File: src/rtl/alu_arbiter_if.sv
// Request/response bundle between the two ALU clients and the shared-ALU arbiter.
// The master modport is the client side; the slave modport is the arbiter side.
interface alu_arbiter_if #(
  parameter int WIDTH = 4
);
  logic [1:0]       req_valid;
  logic [1:0]       req_ready;
  logic [WIDTH-1:0] req0_a;
  logic [WIDTH-1:0] req0_b;
  logic [1:0]       req0_s;
  logic [WIDTH-1:0] req1_a;
  logic [WIDTH-1:0] req1_b;
  logic [1:0]       req1_s;
  logic [1:0]       rsp_valid;
  logic [1:0]       rsp_ready;
  logic [WIDTH-1:0] rsp_y;
  logic             rsp_zero;

  modport master (
    output req_valid, req0_a, req0_b, req0_s, req1_a, req1_b, req1_s, rsp_ready,
    input  req_ready, rsp_valid, rsp_y, rsp_zero
  );

  modport slave (
    input  req_valid, req0_a, req0_b, req0_s, req1_a, req1_b, req1_s, rsp_ready,
    output req_ready, rsp_valid, rsp_y, rsp_zero
  );
endinterface

File: src/rtl/alu_arbiter.sv
// Round-robin arbiter sharing one combinational 4-bit ALU between two requesters.
// Each operation walks IDLE -> EXEC -> RESP; the result is held until its owner consumes it.
module alu #(
  parameter int WIDTH = 4
) (
  input  logic [WIDTH-1:0] a,
  input  logic [WIDTH-1:0] b,
  input  logic [1:0]       s,
  output logic [WIDTH-1:0] y
);
  always_comb begin
    y = '0;
    case (s)
      2'b00:   y = a & b;
      2'b01:   y = a | b;
      2'b10:   y = a + b;
      default: y = a - b;
    endcase
  end
endmodule

module alu_arbiter #(
  parameter int WIDTH = 4
) (
  input  logic          clk,
  input  logic          reset,
  alu_arbiter_if.slave  bus,
  output logic          busy
);
  localparam logic [1:0] IDLE = 2'b00;
  localparam logic [1:0] EXEC = 2'b01;
  localparam logic [1:0] RESP = 2'b10;

  logic [1:0]       state_reg;
  logic [1:0]       state_next;
  logic             last_reg;
  logic             owner_reg;
  logic [WIDTH-1:0] a_reg;
  logic [WIDTH-1:0] b_reg;
  logic [1:0]       s_reg;
  logic [WIDTH-1:0] y_reg;
  logic             zero_reg;

  logic [WIDTH-1:0] req_a [2];
  logic [WIDTH-1:0] req_b [2];
  logic [1:0]       req_s [2];
  logic             grant_any;
  logic             grant_idx;
  logic             grant;
  logic [WIDTH-1:0] alu_y;

  assign req_a[0] = bus.req0_a;
  assign req_b[0] = bus.req0_b;
  assign req_s[0] = bus.req0_s;
  assign req_a[1] = bus.req1_a;
  assign req_b[1] = bus.req1_b;
  assign req_s[1] = bus.req1_s;

  // On a tie the requester that did not win last time goes next.
  assign grant_any = |bus.req_valid;
  assign grant_idx = (&bus.req_valid) ? ~last_reg : bus.req_valid[1];
  assign grant     = (state_reg == IDLE) && grant_any;

  generate
    for (genvar gi = 0; gi < 2; gi++) begin : g_port
      assign bus.req_ready[gi] = grant && !reset && (grant_idx == 1'(gi));
      assign bus.rsp_valid[gi] = (state_reg == RESP) && (owner_reg == 1'(gi));
    end
  endgenerate

  assign bus.rsp_y    = y_reg;
  assign bus.rsp_zero = zero_reg;
  assign busy         = (state_reg != IDLE);

  // The ALU only ever sees the captured operands, so clients may change inputs after acceptance.
  alu #(.WIDTH(WIDTH)) u_alu (
    .a (a_reg),
    .b (b_reg),
    .s (s_reg),
    .y (alu_y)
  );

  always_comb begin
    state_next = state_reg;
    case (state_reg)
      IDLE:    if (grant_any) state_next = EXEC;
      EXEC:    state_next = RESP;
      RESP:    if (bus.rsp_ready[owner_reg]) state_next = IDLE;
      default: state_next = IDLE;
    endcase
  end

  always_ff @(posedge clk or posedge reset) begin
    if (reset) begin
      state_reg <= IDLE;
      last_reg  <= 1'b1;
      owner_reg <= 1'b0;
      a_reg     <= '0;
      b_reg     <= '0;
      s_reg     <= '0;
      y_reg     <= '0;
      zero_reg  <= 1'b0;
    end else begin
      state_reg <= state_next;
      if (grant) begin
        a_reg     <= req_a[grant_idx];
        b_reg     <= req_b[grant_idx];
        s_reg     <= req_s[grant_idx];
        owner_reg <= grant_idx;
        last_reg  <= grant_idx;
      end
      if (state_reg == EXEC) begin
        y_reg    <= alu_y;
        zero_reg <= (alu_y == '0);
      end
    end
  end
endmodule

File: src/flat_wrapper.sv
// flat-port wrapper written by rule: the top's interface ports become plain ports
module alu_arbiter_flat 
#(
  parameter int WIDTH = 4
)
  (clk, reset, busy, bus_req_valid, bus_req0_a, bus_req0_b, bus_req0_s, bus_req1_a, bus_req1_b, bus_req1_s, bus_rsp_ready, bus_req_ready, bus_rsp_valid, bus_rsp_y, bus_rsp_zero);
  alu_arbiter_if #(.WIDTH(WIDTH)) bus_i ();
  input  logic clk;
  input  logic reset;
  output logic busy;
  input wire logic [$bits(bus_i.req_valid)-1:0] bus_req_valid;
  input wire logic [$bits(bus_i.req0_a)-1:0] bus_req0_a;
  input wire logic [$bits(bus_i.req0_b)-1:0] bus_req0_b;
  input wire logic [$bits(bus_i.req0_s)-1:0] bus_req0_s;
  input wire logic [$bits(bus_i.req1_a)-1:0] bus_req1_a;
  input wire logic [$bits(bus_i.req1_b)-1:0] bus_req1_b;
  input wire logic [$bits(bus_i.req1_s)-1:0] bus_req1_s;
  input wire logic [$bits(bus_i.rsp_ready)-1:0] bus_rsp_ready;
  output wire logic [$bits(bus_i.req_ready)-1:0] bus_req_ready;
  output wire logic [$bits(bus_i.rsp_valid)-1:0] bus_rsp_valid;
  output wire logic [$bits(bus_i.rsp_y)-1:0] bus_rsp_y;
  output wire logic [$bits(bus_i.rsp_zero)-1:0] bus_rsp_zero;
  assign bus_i.req_valid = bus_req_valid;
  assign bus_i.req0_a = bus_req0_a;
  assign bus_i.req0_b = bus_req0_b;
  assign bus_i.req0_s = bus_req0_s;
  assign bus_i.req1_a = bus_req1_a;
  assign bus_i.req1_b = bus_req1_b;
  assign bus_i.req1_s = bus_req1_s;
  assign bus_i.rsp_ready = bus_rsp_ready;
  assign bus_req_ready = bus_i.req_ready;
  assign bus_rsp_valid = bus_i.rsp_valid;
  assign bus_rsp_y = bus_i.rsp_y;
  assign bus_rsp_zero = bus_i.rsp_zero;
  alu_arbiter #(.WIDTH(WIDTH)) u_core (.clk(clk), .reset(reset), .bus(bus_i), .busy(busy));
endmodule
File: config.mk
export PLATFORM = sky130hd
export DESIGN_NAME = alu_arbiter_flat
export DESIGN_NICKNAME = d
export VERILOG_FILES = /design/src/rtl/alu_arbiter_if.sv /design/src/rtl/alu_arbiter.sv /design/src/flat_wrapper.sv
export SDC_FILE = /design/constraint.sdc
export NUM_CORES = 1
export LEC_CHECK = 0
export ABC_AREA = 1
export CORE_ASPECT_RATIO = 1.1
export CORE_MARGIN = 2
export CORE_UTILIZATION = 45
export DETAILED_ROUTE_END_ITERATION = 8
export PLACE_DENSITY_LB_ADDON = 0.2
export SYNTH_ARGS = -nofsm -noshare
export SYNTH_HDL_FRONTEND = slang
export SYNTH_HIERARCHICAL = 1
export SYNTH_SLANG_ARGS = --single-unit
export TNS_END_PERCENT = 100
File: constraint.sdc
create_clock -name clk -period 2.55 [get_ports clk]
set_clock_uncertainty 0.15 [all_clocks]
set_input_delay 0.255 -clock clk [delete_from_list [all_inputs] [get_ports clk]]
set_output_delay 0.255 -clock clk [all_outputs]
set_load 0.05 [all_outputs]
; Word-level counts from Yosys, hierarchy flattened
; Cells that the tools add are included.
[word_totals]
ff_bits = 19
input_bits = 26
output_inout_bits = 10
word_cells = 54
[op_classes]
add_sub_neg = 2
n_lt_le_gt_ge = 2
n_eq_ne = 6
muxes = 16
bitwise_logic = 6
reduce_logical = 14
[op_table]
columns = cell, count
row1 = $mux 4, 6
row2 = $pmux 4 s3, 1
row3 = $mux 2, 5
row4 = $logic_and 1x1->1, 6
row5 = $pmux 2 s3, 1
row6 = $add 4x4->4, 1
row7 = $and 4x4->4, 1
row8 = $eq 2x1->1 const B, 2
row9 = $eq 2x2->1 const B, 2
row10 = $logic_not 2->1, 2
row11 = $logic_not 4->1, 1
row12 = $or 4x4->4, 1
row13 = $reduce_and 2->1, 2
row14 = $sub 4x4->4, 1
row15 = $mux 1, 3
row16 = $not 1->1, 3
row17 = $ge 2x2->1 const B, 1
row18 = $lt 1x2->1 const B, 1
row19 = $ne 2x1->1 const B, 1
row20 = $ne 2x2->1 const B, 1
row21 = $not 1->2, 1
row22 = $reduce_bool 2->1, 1
row23 = $reduce_or 2->1, 1
row24 = $logic_not 1->1, 1

; Logic depth before layout (Yosys ltp)
; Gate-level depths: netlist of run 1.
[logic_depth]
depth_word = 6
depth_mapped = 14

; Cells and area by module
; Netlist of run 1, hierarchy kept.
[modules_own_cells]
columns = mod, instances, cells_each, area_per_inst_um2
row1 = alu_arbiter, 1, 138, 1036.0
row2 = alu, 1, 53, 321.6

; Worst setup path after synthesis of run 1
; No wires, ideal clock.
[synth_path]
path_type = register -> register
startpoint = register u_core.b_reg[0]
endpoint = register u_core.zero_reg, in the netlist u_core/bus.rsp_zero
setup_ns = 0.118
arrival_time_ns = 1.767
required_time_ns = 2.282
path_slack_ns = 0.515
path_stages_with_launch = 11
synth_period_minus_slack_ns = 2.035
cell_sequence = dfrtp_1 inv_1 ha_1 nand2_1 o21ai_0 fa_1 xnor2_1 o211ai_1 nor3_1 nand2_1 nand2_1
[synth_between]
elab_chain_len = 3
word_cells_on_any_way = 6
cone_classes = add/sub: 2 / mux: 1 / bitwise: 2 / reduce/logical: 1
[synth_lines]
columns = item, line
row1 = start: declaration, alu_arbiter.sv:39  ; logic [WIDTH-1:0] b_reg;
row2 = start signal: assignment, alu_arbiter.sv:107  ; b_reg <= req_b[grant_idx];
row3 = $sub 4x4->4 / $add 4x4->4 (equally long branches), "alu_arbiter.sv:17, alu_arbiter.sv:16"
row4 = $pmux 4 s3 *, alu_arbiter.sv:13  ; case (s)
row5 = via u_core.alu_y[2], alu_arbiter.sv:50  ; logic [WIDTH-1:0] alu_y;
row6 = $logic_not 4->1 *, alu_arbiter.sv:114  ; zero_reg <= (alu_y == '0);
row7 = end signal: assignment, alu_arbiter.sv:114
row8 = end: declaration, alu_arbiter.sv:42  ; logic zero_reg;
; The timed path passes the listed nets; every way through them passes the cells marked *.
; A chain may end at the register's enable or synchronous reset.

; Final worst setup path of run 1
[layout_path]
startpoint = register u_core.state_reg[0]
endpoint = output bus_rsp_valid[0]
[layout_between]
elab_chain_len = 2
[layout_lines]
columns = item, line
row1 = start: declaration, alu_arbiter.sv:34  ; logic [1:0] state_reg;
row2 = start signal: assignment, alu_arbiter.sv:104  ; state_reg <= state_next;
row3 = $eq 2x2->1, alu_arbiter.sv:67  ; assign bus.rsp_valid[gi] = (state_reg == RESP) && (owner_reg == 1'(gi));
row4 = $logic_and 1x1->1, alu_arbiter.sv:67
row5 = end: declaration, flat_wrapper.sv:20  ; output wire logic [$bits(bus_i.rsp_valid)-1:0] bus_rsp_valid;
; No other way between the ends.

==> results of run 1 <==
-- final cells by class --
| class | instances | area share |
|---|---|---|
| clock buffer | 4 | 0.0150 |
| inverter | 35 | 0.0780 |
| multi-input combinational | 130 | 0.390 |
| sequential | 19 | 0.273 |
| tap | 33 | 0.0236 |
| timing repair buffer | 37 | 0.220 |
-- path summary, 6_finish.rpt --
kind                                     start             endpoint  slack, ns
max                        u_core/state_reg[0]     bus_rsp_valid[0]       0.17
min reg2reg                    u_core/last_reg      u_core/last_reg       0.33
min                                      reset      u_core/a_reg[0]       0.31
max reg2reg                    u_core/b_reg[0]  u_core/bus.rsp_zero       0.30
max in group asynchronous                reset  u_core/bus.rsp_y[3]       1.50
min in group clk               u_core/last_reg      u_core/last_reg       0.33
-- kinds of logic (layout without fill, tap and decap cells) --
logic type,count (synthesis),count (layout),synth area share
AO/OA/AOI/OAI,10,10,0.0442
buffers and inverters,42,76,0.147
XOR/XNOR,3,3,0.0194
AND/OR/NAND/NOR,111,111,0.378
adder cells (fa/ha/maj),6,6,0.0608
flip-flops,19,19,0.351
-- power by group through the flow --
| stage | Combinational [uW] | Sequential [uW] | Clock, uW |
|---|---|---|---|
| 6_report | 1410 | 620 | 148 |
| 5_1_grt | 1580 | 645 | 163 |
| 4_1_cts | 1410 | 619 | 155 |
| 3_5_place_dp | 1400 | 624 | 0 |
| 3_3_place_gp | 1360 | 612 | 0 |
| 2_1_floorplan | 1050 | 671 | 0 |
-- layout by cell type, fill, tap and decap left out, types with 2 or more instances in the layout --
cell type	instances
nand3_2	2
clkbuf_4	3
buf_4	2
inv_1	30
nand2_4	2
dfrtp_1	18
ha_1	5
nor2_1	10
nand2_2	3
nor3_2	2
clkdlybuf4s50_1	33
xnor2_1	2
buf_12	2
inv_2	4
a21oi_1	2
o21ai_0	5
nand2_1	59
nand3_1	30
-- stage by stage --
step	cell area (um^2)	power (uW)	hold WS, ns
5_1_grt	1750	2380	0.362
2_1_floorplan	1360	1730	0.0554
6_report	1750	2170	0.307
3_5_place_dp	1720	2030	0.307
4_1_cts	1750	2180	0.317
3_3_place_gp	1720	1980	0.301
-- synth_stat cells --
master,n
nor3_1,1
nor2_4,1
buf_6,4
buf_2,2
nor3_2,2
inv_1,30
a21oi_1,2
o211ai_1,1
nor2_1,10
nand2_4,2
nand3_1,30
xnor2_1,2
nand2_2,3
ha_1,5
nand3_2,2
o21ai_2,1
dfrtp_1,18
buf_4,1
inv_6,1
inv_2,4
o311ai_1,1
nand2_1,59
o21ai_0,5
nor2_2,1
dfstp_2,1
xor2_1,1
fa_1,1
-- layer usage --
layer  track usage  vias to the layer above
met4        0.0850                        0
met1         0.170                      545
met5             0                        -
met3        0.0294                        5
li1              -                      659
met2         0.351                       35
-- worst max-delay path: stages, from the launching register on --
cell and delay [ns]:
dfrtp_1 0.52, nor2_1 0.19, inv_1 0.07, nor2_1 0.08
clkdlybuf4s50_1 0.81
==> metrics.txt, run 1 <==
1st-iter DRT viols 40; Starting Density 0.480; fillers 268; Sw Pwr 1110 uW; RSZ-0062 raised after global routing no; Final Cycle Share 0.932; Post-CTS Setup Inserts 0; Final #Nets 258; sw frac 0.511; Max FO, Critical Path 8; DR DRC count 0; Root Buffer clkbuf_4; Setup Total Neg Slack 0 ns; Rows 20; status finished, final reports clean; pre-CTS WS 0.337 ns; synth unique cells 27; WP data arrival 1.97 ns; met2 wire length 1.37 mm; Register Area 477 um^2; clock power share 0.068; io pins 36; area grow syn2layout 28.8%; worst skew pair latency 0.30 ns; power per cell area 1240 nW/um^2; DR vias/cell 4.82; placeable core area 2830 um^2; met3 routed WL 123 um; Post-Syn Area 1360 um^2; Top Metal Used met4; CP Data Required Time 2.14 ns; multi-input gate area in the final layout 682 um^2; P_leak 0.000929 uW; Peak VDD IR 0.723 mV; DRT met1 WL 1.13 mm; Layout Cells excl Fill 258; Ant. Diodes 0; CTS tree yes; mean post-synth cell area 7.11 um^2; Critical Path End Type output port; Final min period 2.38 ns; vias in the first global route 1128; Die ar. 3470 um^2; first-pass GRT wire length 4.62 mm; final worst slack 0.174 ns; Max clock buf depth 2; clock slew at reported path FFs 0.10 ns; Gate power share 0.647; final hold vios 0; Die W 56.4 um; Tot GR Track Use 0.172; CTS H-Tree Depth 1; share of cells above drive strength 1 0.111; Sequential Power Share 0.285; TritonCTS Buffers 3; Worst Hold Class in -> async; final core occ 0.618; via count 1244; final setup violation count 0; height of the chip 61.6 um; Post-CTS Hold Fix Bufs 0; Post-CTS Resized 0; ranking of synthesized cells by area dfrtp_1 (33%), nand2_1 (16%), nand3_1 (11%); largest net degree at the start of global routing 20; area share of the largest cell type after synthesis 0.332; Post-Route WL 2.67 mm; largest area contributor in the netlist dfrtp_1; Setup crit start kind flip-flop; ANT nets after route 0; post-DR wirelength/cell 10.3 um; fin. max-slew vios 0; Final GP Congestion 0.893; flops & latches, synth 19; hpwl dp 2.23 mm; sequential share of the synthesized area 0.351; Worst Max-Slew Pin Slew 0.707 ns; Yosys warning total 6; drt first pass iters 4; Internal Power 1060 uW; IO buf count 35; synthesized net count 223; Placed Cells 254; Max Cap Viol 0; CTS Sinks 19; Slew headroom 0.528; Register-to-Register Path Depth 14; Achievable Freq 421 MHz; Post-Syn Instances 191; GRT Residual Overflow 0; Worst Path Class, Setup reg -> out; antenna violations before repair 0
(Power assumes the default switching activity.)
==> run 2, diff against run 1 <==
--- a/config.mk
+++ b/config.mk
@@ -8,8 +8,9 @@
 export ABC_AREA = 1
 export CORE_ASPECT_RATIO = 1.1
 export CORE_MARGIN = 2
-export CORE_UTILIZATION = 45
+export CORE_UTILIZATION = 35
 export DETAILED_ROUTE_END_ITERATION = 8
+export GPL_ROUTABILITY_DRIVEN = 1
 export PLACE_DENSITY_LB_ADDON = 0.2
 export SYNTH_ARGS = -nofsm -noshare
 export SYNTH_HDL_FRONTEND = slang
==> run 2 against run 1 <==
Against the previous run:
- utilization down 13 points
- sequential power about the same
- first-iteration DRC count up 5.0%
- via count down 2.6%
- design area up 3.1%
- flip-flop and latch count unchanged
- largest cell class unchanged
- routed wire length down 0.30%
- register-to-register slack better by 0.04 ns
- combinational power about the same
- clock power up 36%
==> metrics.txt, run 2 (synthesis results as in run 1) <==
Die ar. 4390 um^2; most used cells in the layout excluding fill and tap cells nand2_1 (59), clkdlybuf4s50_1 (33), inv_1 (30), nand3_1 (30), dfrtp_1 (18); clock slew at reported path FFs 0.07 ns; Post-Route WL 2.66 mm; Rows 23; power per cell area 1250 nW/um^2; P_leak 0.000946 uW; cell mode on critical path nor2_1; IO buf count 35; antenna violations before repair 0; io pins 36; Worst Path Buf+Inv 2; RSZ-0062 raised after global routing no; Worst Path Class, Setup reg -> out; area grow syn2layout 32.8%; TritonCTS Buffers 3; CP delay by family, top buffers and inverters; Internal Power 1120 uW; Final GP Congestion 0.842; fin. max-slew vios 0; Max FO, Critical Path 8; CTS tree yes; status finished, final reports clean; height of the chip 69.3 um; Achievable Freq 431 MHz; Crit path largest cell delay 0.80 ns; drt first pass iters 4; Worst Hold Class reg -> reg; Critical Path End Type output port; vias in the first global route 1163; CTS Sinks 19; CP Data Required Time 2.14 ns; Die W 63.4 um; crit path cell chain nor2_1 > inv_1 > nor2_1 > clkdlybuf4s50_1; Final Cycle Share 0.910; via count 1212; Power Total 2250 uW; Sequential Power Share 0.276; Post-CTS Hold Fix Bufs 0; share of cells above drive strength 1 0.119; sw frac 0.502; commonest non-fill, non-tap cell in the layout nand2_1; CTS H-Tree Depth 1; final setup violation count 0; WP data arrival 1.91 ns; worst skew pair latency 0.25 ns; fillers 400; largest net degree at the start of global routing 20; Final Cell Area 1800 um^2; Slowest cell on crit path clkdlybuf4s50_1; Placed Area 1760 um^2; pre-CTS WS 0.346 ns; Setup Total Neg Slack 0 ns; Starting Density 0.369; Root Buffer clkbuf_8; Register-to-Register Path Depth 14; final worst slack 0.230 ns; 1st-iter DRT viols 42; Final min period 2.32 ns; GRT Residual Overflow 0; placeable core area 3680 um^2; Post-CTS Resized 0; ANT nets after route 0; clock power share 0.090; post-DR wirelength/cell 9.61 um; Peak VDD IR 0.383 mV; DR DRC count 0; Worst Max-Slew Pin Slew 0.702 ns; Final #Nets 260; Slew headroom 0.532; Setup crit start kind flip-flop; Sw Pwr 1130 uW; Max clock buf depth 2; Gate power share 0.634; Max Cap Viol 0; hold path cells 2; WP depth 4; Post-CTS Setup Inserts 0; Tot GR Track Use 0.134; Ant. Diodes 0; first-pass GRT wire length 4.88 mm; hpwl dp 2.20 mm; DR vias/cell 4.38; final hold vios 0
-- run 2: final cells by class --
type	instances	area (um^2)	area share
multi-input combinational	130	682	0.378
inverter	35	136	0.0756
sequential	19	477	0.264
clock buffer	4	45.0	0.0250
tap	50	62.6	0.0347
timing repair buffer	39	400	0.222
-- run 2: per-layer routing --
metal  GRT usage  vias to the layer above  share of wire
met3      0.0227                        6          0.034
met4      0.0628                        0          0.020
met2       0.212                       27           0.47
li1            -                      657              -
met1       0.178                      522           0.47
met5           0                        -              0
-- run 2: per-stage QoR --
| stage | hold WS [ns] | instances | utilization |
|---|---|---|---|
| after floorplan | 0.0554 | 191 | - |
| after CTS | 0.318 | 277 | 0.489 |
| after global placement | 0.303 | 273 | 0.477 |
| after global routing | 0.337 | 277 | 0.489 |
| after detailed placement | 0.306 | 273 | 0.477 |
| final | 0.316 | 277 | 0.489 |
-- run 2: worst reg2reg max path, stage by stage (launching register included) --
cell     delay [ns]
dfrtp_1        0.40
inv_1          0.08
ha_1           0.18
a21oi_1        0.14
xor2_1         0.18
ha_1           0.29
nand3_1        0.10
nand3_1        0.09
inv_1          0.06
nand2_1        0.05
nand3_1        0.06
nand2_1        0.07
nor3_1         0.18
nand2_1        0.07
nand2_1        0.06
-- run 2: path summary, 6_finish.rpt --
check / slack, ns / start / to
worst max-delay path: 0.23 / u_core/state_reg[0] / bus_rsp_valid[0]
worst min-delay path: 0.32 / u_core/bus.rsp_y[2] / u_core/bus.rsp_y[2]
worst max register to register: 0.34 / u_core/b_reg[1] / u_core/bus.rsp_zero
worst min register to register: 0.32 / u_core/bus.rsp_y[2] / u_core/bus.rsp_y[2]
max in group asynchronous: 1.44 / reset / u_core/a_reg[3]
min in group asynchronous: 0.37 / reset / u_core/owner_reg
-- run 2: power by group through the flow --
stage	Clock [uW]	Combinational, uW	Sequential, uW
4_1_cts	209	1440	622
3_5_place_dp	0	1430	626
6_report	202	1430	620
2_1_floorplan	0	1050	671
5_1_grt	225	1610	646
3_3_place_gp	0	1410	621
==> run 3, diff against run 2 <==
==> constraint.sdc (replaced) <==
create_clock -name clk -period 1.9 [get_ports clk]
set_clock_uncertainty 0.15 [all_clocks]
set_input_delay 0.19 -clock clk [delete_from_list [all_inputs] [get_ports clk]]
set_output_delay 0.19 -clock clk [all_outputs]
set_load 0.05 [all_outputs]
==> run 3 against run 2 <==
Against the previous run:
- the flow now finishes with violations (negative setup slack)
- total power rose by 47%
- largest cell class unchanged
- utilization increased by 3.8 points
- die area is the same
- clock power rose by 37%
- final cell count up 3.6%
- critical path depth grew 6
- sequential power grew 30%
- critical endpoint is now u_core/bus.rsp_zero
- combinational power rose by 55%
- clock-buffer cell count shrank 1
- first-iteration DRC count decreased by 17%
- hold slack worse by 0.11 ns
- design area rose by 7.7%
==> metrics.txt, run 3 (synthesis results as in run 1) <==
status complete, but fails checks; failing checks negative setup slack; drt first pass iters 4; Final min period 1.96 ns; final core occ 0.527; Setup crit start kind flip-flop; Max Cap Viol 0; Placed Cells 283; IO buf count 35; Worst Path Class, Setup reg -> reg; Tot GR Track Use 0.144; Post-CTS Setup Inserts 0; CTS Sinks 19; fin. max-slew vios 0; via count 1278; Ant. Diodes 0; height of the chip 69.3 um; CTS tree yes; P_leak 0.00102 uW; placeable core area 3680 um^2; clock slew at reported path FFs 0.07 ns; Critical Path End Type flip-flop; io pins 36; Root Buffer clkbuf_8; fillers 408; CP Data Required Time 1.90 ns; final setup violation count 3; vias in the first global route 1212; final worst slack -0.0597 ns; power per cell area 1700 nW/um^2; Post-Route WL 2.79 mm; Final GP Congestion 0.809; Worst Hold Class in -> async; RSZ-0062 raised after global routing yes; ANT nets after route 0; area grow syn2layout 43.0%; worst skew pair latency 0.25 ns; Slew headroom 0.665; Placed Area 1890 um^2; hpwl dp 2.38 mm; antenna violations before repair 0; largest net degree at the start of global routing 20; Die ar. 4390 um^2; Starting Density 0.369; Max clock buf depth 2; post-DR wirelength/cell 9.73 um; first-pass GRT wire length 5.13 mm; Final Cycle Share 1.03; most used cells in the layout excluding fill and tap cells nand2_1 (59), clkdlybuf4s50_1 (30), nand3_1 (29); Die W 63.4 um; DR DRC count 0; Post-CTS Hold Fix Bufs 0; Layout Cells excl Fill 287; GRT Residual Overflow 0; Final Cell Area 1940 um^2; Peak VDD IR 0.497 mV; DR vias/cell 4.45; TritonCTS Buffers 3; share of cells above drive strength 1 0.207; Rows 23; commonest non-fill, non-tap cell in the layout nand2_1; Max FO, Critical Path 2; WP data arrival 1.96 ns; 1st-iter DRT viols 35; CTS H-Tree Depth 1; final hold vios 0; Final #Nets 270; Worst Max-Slew Pin Slew 0.501 ns; pre-CTS WS -0.0805 ns; Achievable Freq 510 MHz
==> run 3: cell count changes in the layout (fill, tap and decap cells not counted), moves of 2 or more <==
cell,previous run,this run
buf_12,2,5
buf_4,4,14
clkdlybuf4s50_1,33,30
inv_1,30,28
inv_2,4,6
==> run 3: per-stage QoR <==
stage	hold slack (ns)	total power, uW	TNS [ns]
final	0.209	3300	-0.0691
after global routing	0.264	3630	-0.529
after CTS	0.204	3330	-0.0750
after global placement	0.302	2970	-0.0221
after floorplan	-0.00961	2370	-0.0185
after detailed placement	0.308	3010	-0.0862
==> run 3: critical path: stages (launching register included) <==
cell	delay [ns]
dfrtp_1	0.38
inv_2	0.08
ha_4	0.20
nand2_1	0.07
o21ai_2	0.07
fa_2	0.34
xnor2_1	0.13
o211ai_1	0.24
nor3_2	0.08
nand2_1	0.07
nand2_1	0.04
==> run 3: cell type report <==
cell class              count  area (um^2)  share of cell area
clock buffers               3         41.3              0.0213
flip-flops and latches     19          477               0.245
well taps                  50         62.6              0.0322
multi-input cells         130          714               0.368
repair buffers             49          505               0.260
clock inverters             1         5.00             0.00258
inverters                  35          136              0.0702
==> run 3: final timing paths <==
kind / to / slack [ns] / from / depth (start not counted)
setup / recovery: u_core/bus.rsp_zero / -0.06 / u_core/b_reg[0] / 10
hold / removal: u_core/b_reg[2] / 0.21 / reset / 3
setup reg to reg: u_core/bus.rsp_zero / -0.06 / u_core/b_reg[0] / 10
hold reg to reg: u_core/last_reg / 0.32 / u_core/last_reg / 2
max in group asynchronous: u_core/last_reg / 1.13 / reset / 3
min in group clk: u_core/last_reg / 0.32 / u_core/last_reg / 2
==> run 3: report_power, final <==
group          total [uW]  leakage (uW)  internal, uW  switching (uW)
Sequential            804      0.000232           611             193
Clock                 276     0.0000255           146             130
Combinational        2220      0.000760           957            1260
Total                3300       0.00102          1710            1580
==> run 3: timing repair <==
action	CTS	global route
setup endpoints to repair	2	4
pin swaps	6	2
gates resized for setup	1	1
==> run 3: layer usage <==
metal,vias to the layer above,wire [um],track usage
li1,678,-,-
met1,562,1220,0.175
met3,5,83,0.00487
met5,-,0,0
met2,33,1430,0.257
met4,0,64,0.0725
